### src/rtl/fifo_pkg.sv
// Shared async-FIFO helpers: pointer-width helper and Gray/binary conversions.
// Used by both the read-side and write-side pointer controllers.
package fifo_pkg;

  localparam int unsigned FIFO_MAX_W = 32;

  typedef logic [FIFO_MAX_W-1:0] fifo_vec_t;

  // Pointer width for a given depth: address bits plus one wrap bit.
  function automatic int unsigned fifo_ptr_w(input int unsigned depth);
    return $clog2(depth) + 1;
  endfunction

  function automatic fifo_vec_t bin2gray(input fifo_vec_t b);
    return b ^ (b >> 1);
  endfunction

  // Each binary bit is the XOR of all Gray bits at or above it.
  function automatic fifo_vec_t gray2bin(input fifo_vec_t g);
    fifo_vec_t b;
    b = g;
    for (int unsigned i = 1; i < FIFO_MAX_W; i++) begin
      b = b ^ (g >> i);
    end
    return b;
  endfunction

endpackage

### src/rtl/rd_ptr_ctrl.sv
// Read-domain pointer controller for the async FIFO: binary/Gray read
// pointers, registered empty / almost-empty / level, and sticky underflow.
module rd_ptr_ctrl
  import fifo_pkg::*;
#(
  parameter int unsigned DEPTH     = 16,
  parameter int unsigned ADDR_W    = $clog2(DEPTH),
  parameter int unsigned PTR_W     = ADDR_W + 1,
  parameter int unsigned AE_THRESH = 2
) (
  input  logic              rclk,
  input  logic              rrst_n,
  input  logic              r_en,
  input  logic              clr_underflow,
  input  logic [PTR_W-1:0]  g_wptr_sync,
  output logic [PTR_W-1:0]  b_rptr,
  output logic [PTR_W-1:0]  g_rptr,
  output logic [ADDR_W-1:0] r_addr,
  output logic              empty,
  output logic              almost_empty,
  output logic [PTR_W-1:0]  rd_level,
  output logic              underflow
);

  localparam logic [PTR_W-1:0] AE_T    = PTR_W'(AE_THRESH);
  localparam logic [PTR_W-1:0] DEPTH_V = PTR_W'(DEPTH);

  logic [PTR_W-1:0] r_b_rptr;
  logic [PTR_W-1:0] r_g_rptr;
  logic             r_empty;
  logic             r_almost_empty;
  logic [PTR_W-1:0] r_rd_level;
  logic             r_underflow;

  logic             w_rd_fire;
  logic [PTR_W-1:0] w_b_rptr_next;
  logic [PTR_W-1:0] w_g_rptr_next;
  logic [PTR_W-1:0] w_wbin;
  logic [PTR_W-1:0] w_level_next;
  logic             w_underflow_next;

  always_comb begin
    w_rd_fire        = r_en & ~r_empty;
    w_b_rptr_next    = r_b_rptr + {{(PTR_W-1){1'b0}}, w_rd_fire};
    w_g_rptr_next    = PTR_W'(bin2gray(FIFO_MAX_W'(w_b_rptr_next)));
    w_wbin           = PTR_W'(gray2bin(FIFO_MAX_W'(g_wptr_sync)));
    w_level_next     = w_wbin - w_b_rptr_next;
    // A new underflow event takes priority over a same-cycle clear.
    w_underflow_next = (r_en & r_empty) | (r_underflow & ~clr_underflow);
  end

  always_ff @(posedge rclk or negedge rrst_n) begin
    if (!rrst_n) begin
      r_b_rptr       <= '0;
      r_g_rptr       <= '0;
      r_empty        <= 1'b1;
      r_almost_empty <= 1'b1;
      r_rd_level     <= '0;
      r_underflow    <= 1'b0;
    end else begin
      r_b_rptr       <= w_b_rptr_next;
      r_g_rptr       <= w_g_rptr_next;
      r_empty        <= (w_g_rptr_next == g_wptr_sync);
      r_almost_empty <= (w_level_next <= AE_T);
      r_rd_level     <= w_level_next;
      r_underflow    <= w_underflow_next;
    end
  end

  assign b_rptr       = r_b_rptr;
  assign g_rptr       = r_g_rptr;
  assign r_addr       = r_b_rptr[ADDR_W-1:0];
  assign empty        = r_empty;
  assign almost_empty = r_almost_empty;
  assign rd_level     = r_rd_level;
  assign underflow    = r_underflow;

  // A level beyond DEPTH can only come from a corrupted synchronised pointer.
  a_level_legal: assert property (@(posedge rclk) disable iff (!rrst_n)
    w_level_next <= DEPTH_V);

  a_gray_tracks_bin: assert property (@(posedge rclk) disable iff (!rrst_n)
    r_g_rptr == PTR_W'(bin2gray(FIFO_MAX_W'(r_b_rptr))));

endmodule

### config.mk
export PLATFORM = sky130hd
export DESIGN_NAME = rd_ptr_ctrl
export DESIGN_NICKNAME = d
export VERILOG_FILES = /design/src/rtl/fifo_pkg.sv /design/src/rtl/rd_ptr_ctrl.sv
export SDC_FILE = /design/constraint.sdc
export NUM_CORES = 1
export LEC_CHECK = 0
export ABC_AREA = 1
export CORE_MARGIN = 4
export CORE_UTILIZATION = 42
export DETAILED_ROUTE_END_ITERATION = 8
export PLACE_DENSITY_LB_ADDON = 0.2
export RECOVER_POWER = 25
export SLEW_MARGIN = 20
export SYNTH_ARGS = -nofsm -noshare
export SYNTH_HDL_FRONTEND = slang
export SYNTH_SLANG_ARGS = --single-unit
export TNS_END_PERCENT = 1
### constraint.sdc
create_clock -name rclk -period 1.8 [get_ports rclk]
set_input_delay 0.36 -clock rclk [delete_from_list [all_inputs] [get_ports rclk]]
set_output_delay 0.36 -clock rclk [all_outputs]
set_load 0.1 [all_outputs]
Yosys cells after proc, flatten, opt, wreduce, memory -nomap -nowiden
Cells that the tools add are included.
- eq/ne operators: 1
- bitwise logic cells: 11
- add/subtract/negate cells: 2
- $lt $le $gt $ge: 1
- operators with widths (kind ; number):
    $xor 5x4->5 ; 2
    $add 5x1->5 ; 1
    $eq 5x5->1 ; 1
    $le 5x2->1 const B ; 1
    $sub 5x5->5 ; 1
    $xor 5x1->5 ; 1
    $xor 5x2->5 ; 1
    $xor 5x3->5 ; 1
    $and 1x1->1 ; 3
    $not 1->1 ; 2
    $or 1x1->1 ; 1
- word-level logic and storage cells: 21
- register bits: 18
- input port bits: 9
- output and inout port bits: 22

Logic depth before layout (Yosys ltp)
Gate-level depths: netlist of run 1.
- depth after elaboration: 6
- depth in mapped cells: 17
- gate-level depth less buffers: 17

Worst setup path after synthesis of run 1
Ideal clock, no wire load.
- kind: flip-flop to flip-flop
- start point: register r_b_rptr[0] (netlist: b_rptr[0])
- end point: register r_almost_empty (netlist: almost_empty)
- path slack: -715 ps
- stages on the path, launching flop included: 12
- arrival: 2448 ps
- library setup time: 67 ps
- path through: dfrtp_1 > ha_1 > nand2_2 > nand2_1 > nand2_4 > ha_1 > a21oi_1 > nand2_1 > xor2_1 > nor2_1 > nand3_1 > nor2_1
- longest elaborated chain between the ends: 3
- RTL lines (element ; line ; RTL):
    start, declared ; rd_ptr_ctrl.sv:28 ; logic [PTR_W-1:0] r_b_rptr;
    start signal, assigned ; rd_ptr_ctrl.sv:61 ; r_b_rptr <= w_b_rptr_next;
    $add 5x1->5 ; rd_ptr_ctrl.sv:44 ; w_b_rptr_next = r_b_rptr + {{(PTR_W-1){1'b0}}, w_rd_fire};
    $sub 5x5->5 ; rd_ptr_ctrl.sv:47 ; w_level_next = w_wbin - w_b_rptr_next;
    named net w_level_next[3] ; rd_ptr_ctrl.sv:39 ; logic [PTR_W-1:0] w_level_next;
    $le 5x2->1 ; rd_ptr_ctrl.sv:64 ; r_almost_empty <= (w_level_next <= AE_T);
    end signal, assigned ; rd_ptr_ctrl.sv:64 ;
    end, declared ; rd_ptr_ctrl.sv:31 ; logic r_almost_empty;
The timed path passes the listed nets, and every way through them passes these cells.

Worst setup path in the final report of run 1
- start point: register r_empty (netlist: empty)
- end point: register r_almost_empty (netlist: almost_empty)
- longest elaborated chain between the ends: 5
- RTL lines (element ; line ; RTL):
    start, declared ; rd_ptr_ctrl.sv:30 ; logic r_empty;
    start signal, assigned ; rd_ptr_ctrl.sv:63 ; r_empty <= (w_g_rptr_next == g_wptr_sync);
    $not 1->1 ; rd_ptr_ctrl.sv:43 ; w_rd_fire = r_en & ~r_empty;
    $and 1x1->1 ; rd_ptr_ctrl.sv:43 ;
    $add 5x1->5 ; rd_ptr_ctrl.sv:44 ;
    named net w_b_rptr_next[0] ; rd_ptr_ctrl.sv:36 ; logic [PTR_W-1:0] w_b_rptr_next;
    $sub 5x5->5 ; rd_ptr_ctrl.sv:47 ;
    named net w_level_next[1] ; rd_ptr_ctrl.sv:39 ;
    $le 5x2->1 ; rd_ptr_ctrl.sv:64 ;
The timed path passes the listed nets, and every way through them passes these cells.

==> results of run 1 <==
worst paths after layout:
kind                           endpoint  cells after the start
setup / recovery           almost_empty                     10
hold / removal                    empty                      4
setup reg to reg           almost_empty                     10
hold reg to reg               underflow                      2
max in group asynchronous     b_rptr[0]                      2
min in group asynchronous     g_rptr[0]                      2
cell type report:
class	count	share of cell area [%]
flip-flops and latches	17	20.91
clock inverters	1	0.2389
inverters	19	3.644
clock buffers	3	1.075
multi-input cells	90	35.60
well taps	28	1.673
repair buffers	66	36.86
kinds of logic (layout without fill, tap and decap cells):
family	Yosys count	in the layout	share of synthesized area (%)
buffers and inverters	24	89	10.55
XOR/XNOR	6	6	5.687
AND/OR/NAND/NOR	74	74	32.82
AO/OA/AOI/OAI	3	3	1.421
flip-flops	17	17	40.52
adder cells (fa/ha/maj)	7	7	9.005
through the flow:
stage	util (%)	std cells	cell area [um2]	setup WS, ns	setup TNS [ns]
floorplan	-	131	1149	-0.3297	-1.089
finish	91.18	224	2095	-0.3026	-0.9511
detailed placement	81.37	211	1869	-1.042	-6.185
global placement	81.37	211	1869	-0.9076	-5.395
CTS	86.60	222	1989	-0.2368	-0.5395
global route	91.18	224	2095	-0.3794	-1.319
state kept, by name (all words and copies together) (netlist names):
name	count
g_rptr	4
almost_empty	1
rd_level	5
b_rptr	5
empty	1
underflow	1
layer usage:
layer	track usage [%]	vias to the layer above	part of all wire, %
met4	11.92	0	4.8
met5	0	-	0
li1	-	527	-
met1	23.99	582	36
met2	42.42	82	52
met3	3.786	20	7.5
Yosys cell counts:
master / number / area [um2]
sky130_fd_sc_hd__a21oi_1: 2 / 10.01
sky130_fd_sc_hd__buf_4: 5 / 37.54
sky130_fd_sc_hd__dfrtp_1: 15 / 375.4
sky130_fd_sc_hd__dfstp_2: 2 / 52.55
sky130_fd_sc_hd__fa_1: 1 / 20.02
sky130_fd_sc_hd__ha_1: 6 / 75.07
sky130_fd_sc_hd__inv_1: 18 / 67.56
sky130_fd_sc_hd__inv_4: 1 / 6.260
sky130_fd_sc_hd__nand2_1: 40 / 150.1
sky130_fd_sc_hd__nand2_2: 10 / 62.56
sky130_fd_sc_hd__nand2_4: 1 / 11.26
sky130_fd_sc_hd__nand3_1: 12 / 60.06
sky130_fd_sc_hd__nand3_2: 2 / 20.02
sky130_fd_sc_hd__nand3b_1: 1 / 7.510
sky130_fd_sc_hd__nand4_1: 1 / 6.260
sky130_fd_sc_hd__nor2_1: 6 / 22.52
sky130_fd_sc_hd__nor2_2: 1 / 6.260
sky130_fd_sc_hd__o21ai_0: 1 / 5.000
sky130_fd_sc_hd__xnor2_2: 1 / 16.27
sky130_fd_sc_hd__xor2_1: 5 / 43.79
worst max-delay path, cell delays in order, from the launching register on:
cell	delay, ns
sky130_fd_sc_hd__dfstp_4	0.65
sky130_fd_sc_hd__nor2_4	0.05
sky130_fd_sc_hd__ha_4	0.28
sky130_fd_sc_hd__ha_4	0.12
sky130_fd_sc_hd__inv_2	0.05
sky130_fd_sc_hd__fa_2	0.57
sky130_fd_sc_hd__inv_2	0.04
sky130_fd_sc_hd__nor2_2	0.09
sky130_fd_sc_hd__nor2_1	0.05
sky130_fd_sc_hd__nand3_1	0.10
sky130_fd_sc_hd__nor2_1	0.06
timing repair:
item / 4_1_cts / 5_1_grt
gates resized for setup: 26 / 19
setup endpoints to repair: 7 / 7
pin swaps: 14 / 11
setup buffers: 7 / 2
==> flow_summary.html, run 1 <==
<table>
<tr><th>Metric</th><th>Value</th></tr>
<tr><th colspan="2">Timing</th></tr>
<tr><td>Post-Route Hold Slack</td><td>approximately 0.43 ns</td></tr>
<tr><td>Final setup margin</td><td>-0.3026 ns</td></tr>
<tr><td>Worst-case headroom to the max-slew limit</td><td>roughly a third</td></tr>
<tr><td>Worst Tran Pin Value</td><td>0.9977 ns</td></tr>
<tr><td>Post-route clock skew</td><td>0.008373 ns</td></tr>
<tr><td>Tcrit/Tclk final</td><td>116.8%</td></tr>
<tr><td>Max Transition Viols Final</td><td>0</td></tr>
<tr><td>Number of setup violations in the final report</td><td>5</td></tr>
<tr><td>Final Hold Vio Count</td><td>0</td></tr>
<tr><td>Highest clock rate</td><td>475.6 MHz</td></tr>
<tr><td>RSZ-0062 raised after global routing</td><td>yes</td></tr>
<tr><td>Period minus WS final</td><td>around 2.1 ns</td></tr>
<tr><th colspan="2">Yosys</th></tr>
<tr><td>Mapped Avg Cell Area</td><td>between 8 and 9 um2</td></tr>
<tr><td>Synth Net Count</td><td>147</td></tr>
<tr><td>Cell area after technology mapping</td><td>~1100 um2</td></tr>
<tr><td>Post-synthesis sequential area ratio</td><td>40.52%</td></tr>
<tr><td>Flip-flop and latch count after synthesis</td><td>17</td></tr>
<tr><td>Yosys Warn Count</td><td>0</td></tr>
<tr><td>Post-synthesis cell type count</td><td>20</td></tr>
<tr><td>Cells after Synth</td><td>131</td></tr>
<tr><th colspan="2">Cells and area</th></tr>
<tr><td>Antenna Diode Count</td><td>0</td></tr>
<tr><td>Most frequent standard cell in the layout excluding fill and tap cells</td><td>sky130_fd_sc_hd__buf_4</td></tr>
<tr><td>Area growth from synthesis to layout</td><td>98.34%</td></tr>
<tr><td>Nets</td><td>roughly 210</td></tr>
<tr><td>Register area</td><td>437.9 um2</td></tr>
<tr><td>Filler instances</td><td>89</td></tr>
<tr><td>Total area of multi-input combinational cells</td><td>745.7 um2</td></tr>
<tr><td>Commonest cells after routing, fill and taps aside</td><td>36 x sky130_fd_sc_hd__buf_4, 31 x sky130_fd_sc_hd__nand2_1, 22 x sky130_fd_sc_hd__buf_12</td></tr>
<tr><td>Share of layout cells above drive strength 1</td><td>60.71%</td></tr>
<tr><th colspan="2">Outcome</th></tr>
<tr><td>Failing checks</td><td>negative setup slack</td></tr>
<tr><td>Run status</td><td>complete, but fails checks</td></tr>
<tr><th colspan="2">Worst setup path</th></tr>
<tr><td>Worst setup slack for register-to-register paths</td><td>-0.30 ns</td></tr>
<tr><td>Required time at the endpoint of the critical path</td><td>2.06 ns</td></tr>
<tr><td>Top fanout value on the critical path</td><td>2</td></tr>
<tr><td>Worst setup path start</td><td>empty</td></tr>
<tr><td>Data arrival time of the critical path</td><td>2.36 ns</td></tr>
<tr><td>Kind of critical path</td><td>reg -&gt; reg</td></tr>
<tr><td>Critical Path Start Type</td><td>register</td></tr>
<tr><td>Element type at the critical path end</td><td>register</td></tr>
<tr><td>Beginning of the worst register-to-register path</td><td>empty</td></tr>
<tr><th colspan="2">GRT</th></tr>
<tr><td>Largest net degree at the start of global routing</td><td>18</td></tr>
<tr><td>Initial antenna violation count</td><td>0</td></tr>
<tr><td>Global-route total usage across every layer</td><td>between 20% and 30%</td></tr>
<tr><td>Total grt overflow</td><td>0</td></tr>
<tr><td>Wire length of the first global-routing pass</td><td>5692 um</td></tr>
<tr><td>Vias in the first global route</td><td>1246</td></tr>
<tr><th colspan="2">Min path</th></tr>
<tr><td>Worst hold path startpoint</td><td>g_wptr_sync[3]</td></tr>
<tr><td>Path type of the worst min-delay path</td><td>in -&gt; reg</td></tr>
<tr><th colspan="2">Clock network</th></tr>
<tr><td>Number of H-tree branching levels</td><td>1</td></tr>
<tr><td>Number of buffers inserted by hold repair at cts</td><td>0</td></tr>
<tr><td>Root buffer cell</td><td>sky130_fd_sc_hd__clkbuf_4</td></tr>
<tr><td>Clock net sink count</td><td>17</td></tr>
<tr><td>Latest clock arrival within the worst-skew pair</td><td>0.31 ns</td></tr>
<tr><td>TritonCTS buffer count</td><td>3</td></tr>
<tr><td>Bufs on Longest Clock Path</td><td>2</td></tr>
<tr><td>TritonCTS clock tree</td><td>done</td></tr>
<tr><td>Clock Pin Slew Worst Setup and Hold Paths</td><td>0.11 ns</td></tr>
<tr><th colspan="2">Detailed routing</th></tr>
<tr><td>Via count</td><td>around 1200</td></tr>
<tr><td>Avg Vias per Cell</td><td>approximately 5.4</td></tr>
<tr><td>DRT Wirelength</td><td>between 4000 and 5000 um</td></tr>
<tr><td>DRC Markers</td><td>0</td></tr>
<tr><td>Post-DRT Antenna Nets</td><td>0</td></tr>
<tr><td>Average routed wire per standard cell</td><td>approximately 18 um</td></tr>
<tr><td>Starting DRC count in detailed routing</td><td>between 40 and 50</td></tr>
<tr><td>Number of iterations in the first detailed-routing pass</td><td>4</td></tr>
<tr><th colspan="2">Placed design</th></tr>
<tr><td>Hpwl dp</td><td>2232 um</td></tr>
<tr><td>Gp weighted congestion</td><td>0.8837</td></tr>
<tr><td># port buffers</td><td>30</td></tr>
<tr><th colspan="2">Floorplanning</th></tr>
<tr><td>Core region area</td><td>2297 um2</td></tr>
<tr><td>Total I/O pin count</td><td>31</td></tr>
<tr><td>DIE WIDTH</td><td>58.14 um</td></tr>
<tr><td>Full die area</td><td>3380 um2</td></tr>
<tr><td>Site row count</td><td>17</td></tr>
<tr><td>Die height</td><td>slightly below 60 um</td></tr>
<tr><td>Initial Util</td><td>between 40 and 50%</td></tr>
<tr><th colspan="2">Run</th></tr>
<tr><td>Number of violations of the max-capacitance limit</td><td>0</td></tr>
</table>
Power of run 1 is not shown: default switching activity piles up to over one toggle a cycle in this logic, so the estimate is an artifact.
==> run 2, diff against run 1 <==
Settings changed: CORE_ASPECT_RATIO set to 0.75.
==> run 2 against run 1 <==
Compared with the run above:
- the flow still finishes with violations (negative setup slack)
- die area is 0.26% higher
- hold slack improved by 0.0048 ns
- final area increased by 0.12%
- first-iteration DRC count increased by 20%
- non-clock buffer count fell by 1
- sequential share of layout area barely moved
- routed wire length up 3.1%
- core utilization shrank 1.8 points
- via count shrank 1.1%
- critical path depth increased by 6
==> flow_summary.html, run 2 (synthesized netlist as in run 1, its figures left out) <==
<table>
<tr><th>Metric</th><th>Value</th></tr>
<tr><th colspan="2">Cells and area</th></tr>
<tr><td>Most frequent standard cell in the layout excluding fill and tap cells</td><td>sky130_fd_sc_hd__buf_4</td></tr>
<tr><td>Core occupancy in the finished layout</td><td>89.39%</td></tr>
<tr><td>Area growth from synthesis to layout</td><td>98.58%</td></tr>
<tr><td>Total area of multi-input combinational cells</td><td>734.5 um2</td></tr>
<tr><td>Register area</td><td>437.9 um2</td></tr>
<tr><td>Filler instances</td><td>101</td></tr>
<tr><td>Commonest cells after routing, fill and taps aside</td><td>34 x sky130_fd_sc_hd__buf_4, 29 x sky130_fd_sc_hd__nand2_1, 22 x sky130_fd_sc_hd__buf_12</td></tr>
<tr><td>Nets</td><td>212</td></tr>
<tr><td>Antenna Diode Count</td><td>0</td></tr>
<tr><td>Share of layout cells above drive strength 1</td><td>61.54%</td></tr>
<tr><th colspan="2">Detailed routing</th></tr>
<tr><td>Number of iterations in the first detailed-routing pass</td><td>4</td></tr>
<tr><td>Via count</td><td>approximately 1200</td></tr>
<tr><td>Avg Vias per Cell</td><td>5.231</td></tr>
<tr><td>DRC Markers</td><td>0</td></tr>
<tr><td>Starting DRC count in detailed routing</td><td>54</td></tr>
<tr><td>Average routed wire per standard cell</td><td>~18 um</td></tr>
<tr><td>DRT Wirelength</td><td>4234 um</td></tr>
<tr><td>Post-DRT Antenna Nets</td><td>0</td></tr>
<tr><th colspan="2">Worst setup path</th></tr>
<tr><td>Kind of critical path</td><td>in -&gt; reg</td></tr>
<tr><td>Crit-path leading delay family</td><td>simple AND/OR/NAND/NOR gates</td></tr>
<tr><td>Register-to-Register Path Depth</td><td>11</td></tr>
<tr><td>Slowest cell on the critical path</td><td>sky130_fd_sc_hd__fa_2</td></tr>
<tr><td>Crit path capture</td><td>almost_empty</td></tr>
<tr><td>Required time at the endpoint of the critical path</td><td>2.04 ns</td></tr>
<tr><td>Critical Path Start Type</td><td>primary input</td></tr>
<tr><td>End of the worst register-to-register path</td><td>almost_empty</td></tr>
<tr><td>Top fanout value on the critical path</td><td>3</td></tr>
<tr><td>Sequence of cells on the critical path</td><td>buf_6, inv_4, nand2_4, nand2_2, nand2_2, nand2_4, xor2_4, xor2_2, ha_4, inv_4, fa_2, inv_2, nor2_2, nor2_1, nand3_1, nor2_2</td></tr>
<tr><td>Data arrival time of the critical path</td><td>2.36 ns</td></tr>
<tr><td>Worst setup path start</td><td>g_wptr_sync[3]</td></tr>
<tr><td>Element type at the critical path end</td><td>register</td></tr>
<tr><td>Worst setup slack for register-to-register paths</td><td>-0.30 ns</td></tr>
<tr><td>Cell depth of the worst setup path</td><td>16</td></tr>
<tr><td>Beginning of the worst register-to-register path</td><td>empty</td></tr>
<tr><td>Slowest stage delay, CP</td><td>about 0.46 ns</td></tr>
<tr><td>Bufs and invs on worst path</td><td>4</td></tr>
<tr><th colspan="2">Floorplanning</th></tr>
<tr><td>Full die area</td><td>3389 um2</td></tr>
<tr><td>Site row count</td><td>15</td></tr>
<tr><td>Die height</td><td>a little over 50 um</td></tr>
<tr><td>Total I/O pin count</td><td>31</td></tr>
<tr><td>Initial Util</td><td>45.01%</td></tr>
<tr><td>Core region area</td><td>roughly 2300 um2</td></tr>
<tr><td>DIE WIDTH</td><td>65.90 um</td></tr>
<tr><th colspan="2">Run</th></tr>
<tr><td>Number of violations of the max-capacitance limit</td><td>0</td></tr>
<tr><th colspan="2">Timing</th></tr>
<tr><td>Number of setup violations in the final report</td><td>5</td></tr>
<tr><td>Highest clock rate</td><td>470.5 MHz</td></tr>
<tr><td>Total negative setup slack</td><td>-0.8696 ns</td></tr>
<tr><td>Final Hold Vio Count</td><td>0</td></tr>
<tr><td>Tcrit/Tclk final</td><td>118.1%</td></tr>
<tr><td>RSZ-0062 raised after global routing</td><td>yes</td></tr>
<tr><td>Post-route clock skew</td><td>0.006131 ns</td></tr>
<tr><td>Worst-case headroom to the max-slew limit</td><td>approximately a third</td></tr>
<tr><td>Final setup margin</td><td>-0.3256 ns</td></tr>
<tr><td>Worst Tran Pin Value</td><td>0.9892 ns</td></tr>
<tr><td>Max Transition Viols Final</td><td>0</td></tr>
<tr><td>Period minus WS final</td><td>2.126 ns</td></tr>
<tr><th colspan="2">Clock network</th></tr>
<tr><td>TritonCTS clock tree</td><td>done</td></tr>
<tr><td>Number of buffers inserted by hold repair at cts</td><td>0</td></tr>
<tr><td>Number of H-tree branching levels</td><td>1</td></tr>
<tr><td>Bufs on Longest Clock Path</td><td>2</td></tr>
<tr><td>Root buffer cell</td><td>sky130_fd_sc_hd__clkbuf_4</td></tr>
<tr><td>Clock Pin Slew Worst Setup and Hold Paths</td><td>~0.11 ns</td></tr>
<tr><td>TritonCTS buffer count</td><td>3</td></tr>
<tr><td>Clock net sink count</td><td>17</td></tr>
<tr><td>Latest clock arrival within the worst-skew pair</td><td>roughly 0.30 ns</td></tr>
<tr><th colspan="2">GRT</th></tr>
<tr><td>Largest net degree at the start of global routing</td><td>18</td></tr>
<tr><td>Initial antenna violation count</td><td>0</td></tr>
<tr><td>Vias in the first global route</td><td>approximately 1200</td></tr>
<tr><td>Wire length of the first global-routing pass</td><td>5844 um</td></tr>
<tr><td>Total grt overflow</td><td>0</td></tr>
<tr><td>Global-route total usage across every layer</td><td>23.45%</td></tr>
<tr><th colspan="2">Placed design</th></tr>
<tr><td>Gp weighted congestion</td><td>approximately 0.9</td></tr>
<tr><td>Hpwl dp</td><td>2489 um</td></tr>
<tr><td>Post-Place Setup Slack</td><td>-1.007 ns</td></tr>
<tr><td># port buffers</td><td>30</td></tr>
<tr><th colspan="2">Outcome</th></tr>
<tr><td>Run status</td><td>complete, but fails checks</td></tr>
<tr><td>Failing checks</td><td>negative setup slack</td></tr>
<tr><th colspan="2">Min path</th></tr>
<tr><td>Path type of the worst min-delay path</td><td>in -&gt; reg</td></tr>
</table>
-- run 2: changes by cell type in the layout (fill, tap and decap cells not counted), sizes merged --
cell | previous run | this run
clkinv | 1 | 0
-- run 2: per-stage QoR --
step | instances | hold WS [ns] | instance area (um2)
after floorplan | 131 | 0.06441 | 1149
after global placement | 214 | 0.5625 | 1854
after detailed placement | 214 | 0.5711 | 1854
after CTS | 225 | 0.4012 | 1996
after global routing | 229 | 0.4845 | 2097
final | 229 | 0.4390 | 2097
-- run 2: worst min-delay path by stage --
stage | from | to | slack, ns | depth (start not counted)
6_report | r_en | underflow | 0.44 | 3
3_5_place_dp | underflow | underflow | 0.57 | 2
4_1_cts | rrst_n | g_rptr[2] | 0.40 | 2
3_3_place_gp | underflow | underflow | 0.56 | 2
5_1_grt | r_en | underflow | 0.48 | 3
2_1_floorplan | rrst_n | b_rptr[1] | 0.06 | 0
-- run 2: tightest hold or removal path: cells and delay by family --
kind	cells	cell delay (ns)
buffers and inverters	1	0.23
AO/OA/AOI/OAI	1	0.06
AND/OR/NAND/NOR	1	0.05
-- run 2: layout make-up --
type / count / share of cell area (%)
clock buffers: 4 / 1.253
inverters: 19 / 3.878
multi-input cells: 90 / 35.02
flip-flops and latches: 17 / 20.88
well taps: 34 / 2.029
repair buffers: 65 / 36.93
-- run 2: what timing repair did --
action	CTS	global route
gates resized for setup	31	24
setup endpoints to repair	9	7
hold endpoints to repair	0	0
setup buffers	7	4
pin swaps	20	13
-- run 2: layer usage --
metal,wire (um),vias to the layer above,track usage [%],part of all wire [%]
li1,-,524,-,-
met4,216,0,11.72,5.1
met1,1560,576,25.34,37
met2,2130,72,42.26,50
met3,327,26,5.934,7.7
met5,0,-,0,0
Power of run 2 is left out for the same reason.
==> run 3, diff against run 2 <==
Settings changed: CORE_ASPECT_RATIO 0.75 to unset, CORE_MARGIN 4 to unset.
==> run 3 against run 2 <==
Compared with the run above:
- the flow still finishes with violations (negative setup slack)
- routed wire length shrank 21%
- hold slack lost 0.047 ns
- die area decreased by 20%
- setup slack better by 0.0023 ns
- via count is 8.6% lower
- core utilization shrank 2.5 points
- flip-flop and latch count stayed put
- fmax up 0.11%
- final cell count down 5.7%
- critical path depth grew 2
- count of clock-buffer cells in the layout decreased by 1
- global-route usage grew 3.5 points
==> flow_summary.html, run 3 (synthesized netlist as in run 1, its figures left out) <==
<table>
<tr><th>Metric</th><th>Value</th></tr>
<tr><th colspan="2">Clock network</th></tr>
<tr><td>Number of buffers inserted by hold repair at cts</td><td>0</td></tr>
<tr><td>TritonCTS buffer count</td><td>3</td></tr>
<tr><td>Bufs on Longest Clock Path</td><td>2</td></tr>
<tr><td>Latest clock arrival within the worst-skew pair</td><td>0.30 ns</td></tr>
<tr><td>Number of H-tree branching levels</td><td>1</td></tr>
<tr><td>TritonCTS clock tree</td><td>done</td></tr>
<tr><td>Clock net sink count</td><td>17</td></tr>
<tr><td>Root buffer cell</td><td>sky130_fd_sc_hd__clkbuf_4</td></tr>
<tr><td>Clock Pin Slew Worst Setup and Hold Paths</td><td>between 0.1 and 0.15 ns</td></tr>
<tr><th colspan="2">Detailed routing</th></tr>
<tr><td>DRT Wirelength</td><td>~3400 um</td></tr>
<tr><td>Via count</td><td>1095</td></tr>
<tr><td>Starting DRC count in detailed routing</td><td>28</td></tr>
<tr><td>Avg Vias per Cell</td><td>5.069</td></tr>
<tr><td>DRC Markers</td><td>0</td></tr>
<tr><td>Number of iterations in the first detailed-routing pass</td><td>4</td></tr>
<tr><td>Average routed wire per standard cell</td><td>15.51 um</td></tr>
<tr><td>Post-DRT Antenna Nets</td><td>0</td></tr>
<tr><th colspan="2">Timing</th></tr>
<tr><td>Final setup margin</td><td>-0.3232 ns</td></tr>
<tr><td>Period minus WS final</td><td>2.123 ns</td></tr>
<tr><td>RSZ-0062 raised after global routing</td><td>yes</td></tr>
<tr><td>Final Hold Vio Count</td><td>0</td></tr>
<tr><td>Worst Tran Pin Value</td><td>0.9441 ns</td></tr>
<tr><td>Tcrit/Tclk final</td><td>118.0%</td></tr>
<tr><td>Highest clock rate</td><td>approximately 470 MHz</td></tr>
<tr><td>Post-route clock skew</td><td>0.01160 ns</td></tr>
<tr><td>Post-Route Hold Slack</td><td>0.3919 ns</td></tr>
<tr><td>Worst-case headroom to the max-slew limit</td><td>37.06%</td></tr>
<tr><td>Number of setup violations in the final report</td><td>5</td></tr>
<tr><td>Max Transition Viols Final</td><td>0</td></tr>
<tr><th colspan="2">GRT</th></tr>
<tr><td>Total grt overflow</td><td>0</td></tr>
<tr><td>Wire length of the first global-routing pass</td><td>between 4000 and 5000 um</td></tr>
<tr><td>Largest net degree at the start of global routing</td><td>18</td></tr>
<tr><td>Initial antenna violation count</td><td>0</td></tr>
<tr><td>Global-route total usage across every layer</td><td>26.93%</td></tr>
<tr><td>Vias in the first global route</td><td>1135</td></tr>
<tr><th colspan="2">Min path</th></tr>
<tr><td>Path type of the worst min-delay path</td><td>in -&gt; reg</td></tr>
<tr><th colspan="2">Worst setup path</th></tr>
<tr><td>Slowest cell on the critical path</td><td>sky130_fd_sc_hd__fa_2</td></tr>
<tr><td>Bufs and invs on worst path</td><td>4</td></tr>
<tr><td>Cell occurring most often along the worst timing path</td><td>sky130_fd_sc_hd__nand2_2</td></tr>
<tr><td>Top fanout value on the critical path</td><td>3</td></tr>
<tr><td>Slowest stage delay, CP</td><td>0.38 ns</td></tr>
<tr><td>Required time at the endpoint of the critical path</td><td>roughly 2 ns</td></tr>
<tr><td>Data arrival time of the critical path</td><td>2.37 ns</td></tr>
<tr><td>Critical Path Start Type</td><td>primary input</td></tr>
<tr><td>Crit-path leading delay family</td><td>simple AND/OR/NAND/NOR gates</td></tr>
<tr><td>Kind of critical path</td><td>in -&gt; reg</td></tr>
<tr><td>Sequence of cells on the critical path</td><td>buf_4, inv_4, nand2_4, nand2_2, nand2_2, nand2_4, xor2_4, xor2_2, ha_4, inv_4, fa_2, nand2_1, inv_1, nand3_2, nand2_2, nand2_2, nand2_2, nor2_2</td></tr>
<tr><td>Element type at the critical path end</td><td>register</td></tr>
<tr><th colspan="2">Cells and area</th></tr>
<tr><td>Nets</td><td>205</td></tr>
<tr><td>Commonest cells after routing, fill and taps aside</td><td>31 x sky130_fd_sc_hd__nand2_1, 27 x sky130_fd_sc_hd__buf_4, 22 x sky130_fd_sc_hd__buf_12</td></tr>
<tr><td>Share of layout cells above drive strength 1</td><td>57.45%</td></tr>
<tr><td>Most frequent standard cell in the layout excluding fill and tap cells</td><td>sky130_fd_sc_hd__nand2_1</td></tr>
<tr><td>Area growth from synthesis to layout</td><td>89.10%</td></tr>
<tr><td>Antenna Diode Count</td><td>0</td></tr>
<tr><th colspan="2">Floorplanning</th></tr>
<tr><td>Total I/O pin count</td><td>31</td></tr>
<tr><td>DIE WIDTH</td><td>between 50 and 60 um</td></tr>
<tr><td>Die height</td><td>roughly 52 um</td></tr>
<tr><td>Site row count</td><td>17</td></tr>
<tr><td>Initial Util</td><td>a little under half</td></tr>
<tr><td>Full die area</td><td>2719 um2</td></tr>
<tr><td>Core region area</td><td>2297 um2</td></tr>
<tr><th colspan="2">Outcome</th></tr>
<tr><td>Failing checks</td><td>negative setup slack</td></tr>
<tr><td>Run status</td><td>complete, but fails checks</td></tr>
<tr><th colspan="2">Placed design</th></tr>
<tr><td>Hpwl dp</td><td>~2400 um</td></tr>
<tr><td># port buffers</td><td>30</td></tr>
<tr><td>Gp weighted congestion</td><td>0.8364</td></tr>
<tr><th colspan="2">Run</th></tr>
<tr><td>Number of violations of the max-capacitance limit</td><td>0</td></tr>
</table>
run 3: per-stage QoR:
step | area (um2) | worst slack, ns | std cells | utilization [%] | setup TNS [ns]
global route | 1997 | -0.3880 | 216 | 86.93 | -1.163
floorplan | 1149 | -0.3297 | 131 | - | -1.089
detailed placement | 1869 | -1.070 | 211 | 81.37 | -6.487
global placement | 1869 | -0.8922 | 211 | 81.37 | -5.374
CTS | 1956 | -0.2881 | 216 | 85.13 | -0.6348
finish | 1997 | -0.3232 | 216 | 86.93 | -0.7891
run 3: cell type report:
class,count,area (um2)
Clock inverter,1,5.005
Fill cell,107,300.3
Multi-Input combinational cell,90,695.7
Inverter,19,78.83
Clock buffer,3,22.52
Tap cell,28,35.03
Timing Repair Buffer,58,721.9
Sequential cell,17,437.9
run 3: routing by layer:
layer / GRT usage, % / vias up / wire length (um)
met1: 26.54 / 514 / 1177
met4: 17.98 / 0 / 167
met3: 4.386 / 18 / 210
li1: - / 507 / -
met5: 0 / - / 0
met2: 50.64 / 56 / 1795
run 3: worst paths after layout:
path                                start      endpoint  slack [ns]  depth (start not counted)
setup reg to reg                    empty  almost_empty       -0.32                         12
max in group asynchronous          rrst_n     b_rptr[0]        0.40                          2
setup / recovery           g_wptr_sync[2]  almost_empty       -0.32                         18
hold / removal             g_wptr_sync[3]         empty        0.39                          4
min in group asynchronous          rrst_n     g_rptr[1]        0.71                          2
hold reg to reg                 underflow     underflow        0.60                          2
run 3: what timing repair did:
item                       CTS  global route
pin swaps                   16            20
setup endpoints to repair    8             5
buffers inserted             1             0
resized for setup           25            17
run 3: worst reg2reg max path, cell delays in order (launching register included):
cell	delay, ns
sky130_fd_sc_hd__dfstp_4	0.64
sky130_fd_sc_hd__nor2_4	0.05
sky130_fd_sc_hd__ha_4	0.28
sky130_fd_sc_hd__ha_4	0.13
sky130_fd_sc_hd__inv_4	0.04
sky130_fd_sc_hd__fa_2	0.38
sky130_fd_sc_hd__nand2_1	0.10
sky130_fd_sc_hd__inv_1	0.06
sky130_fd_sc_hd__nand3_2	0.09
sky130_fd_sc_hd__nand2_2	0.06
sky130_fd_sc_hd__nand2_2	0.07
sky130_fd_sc_hd__nand2_2	0.07
sky130_fd_sc_hd__nor2_2	0.11
Power of run 3 is left out for the same reason.
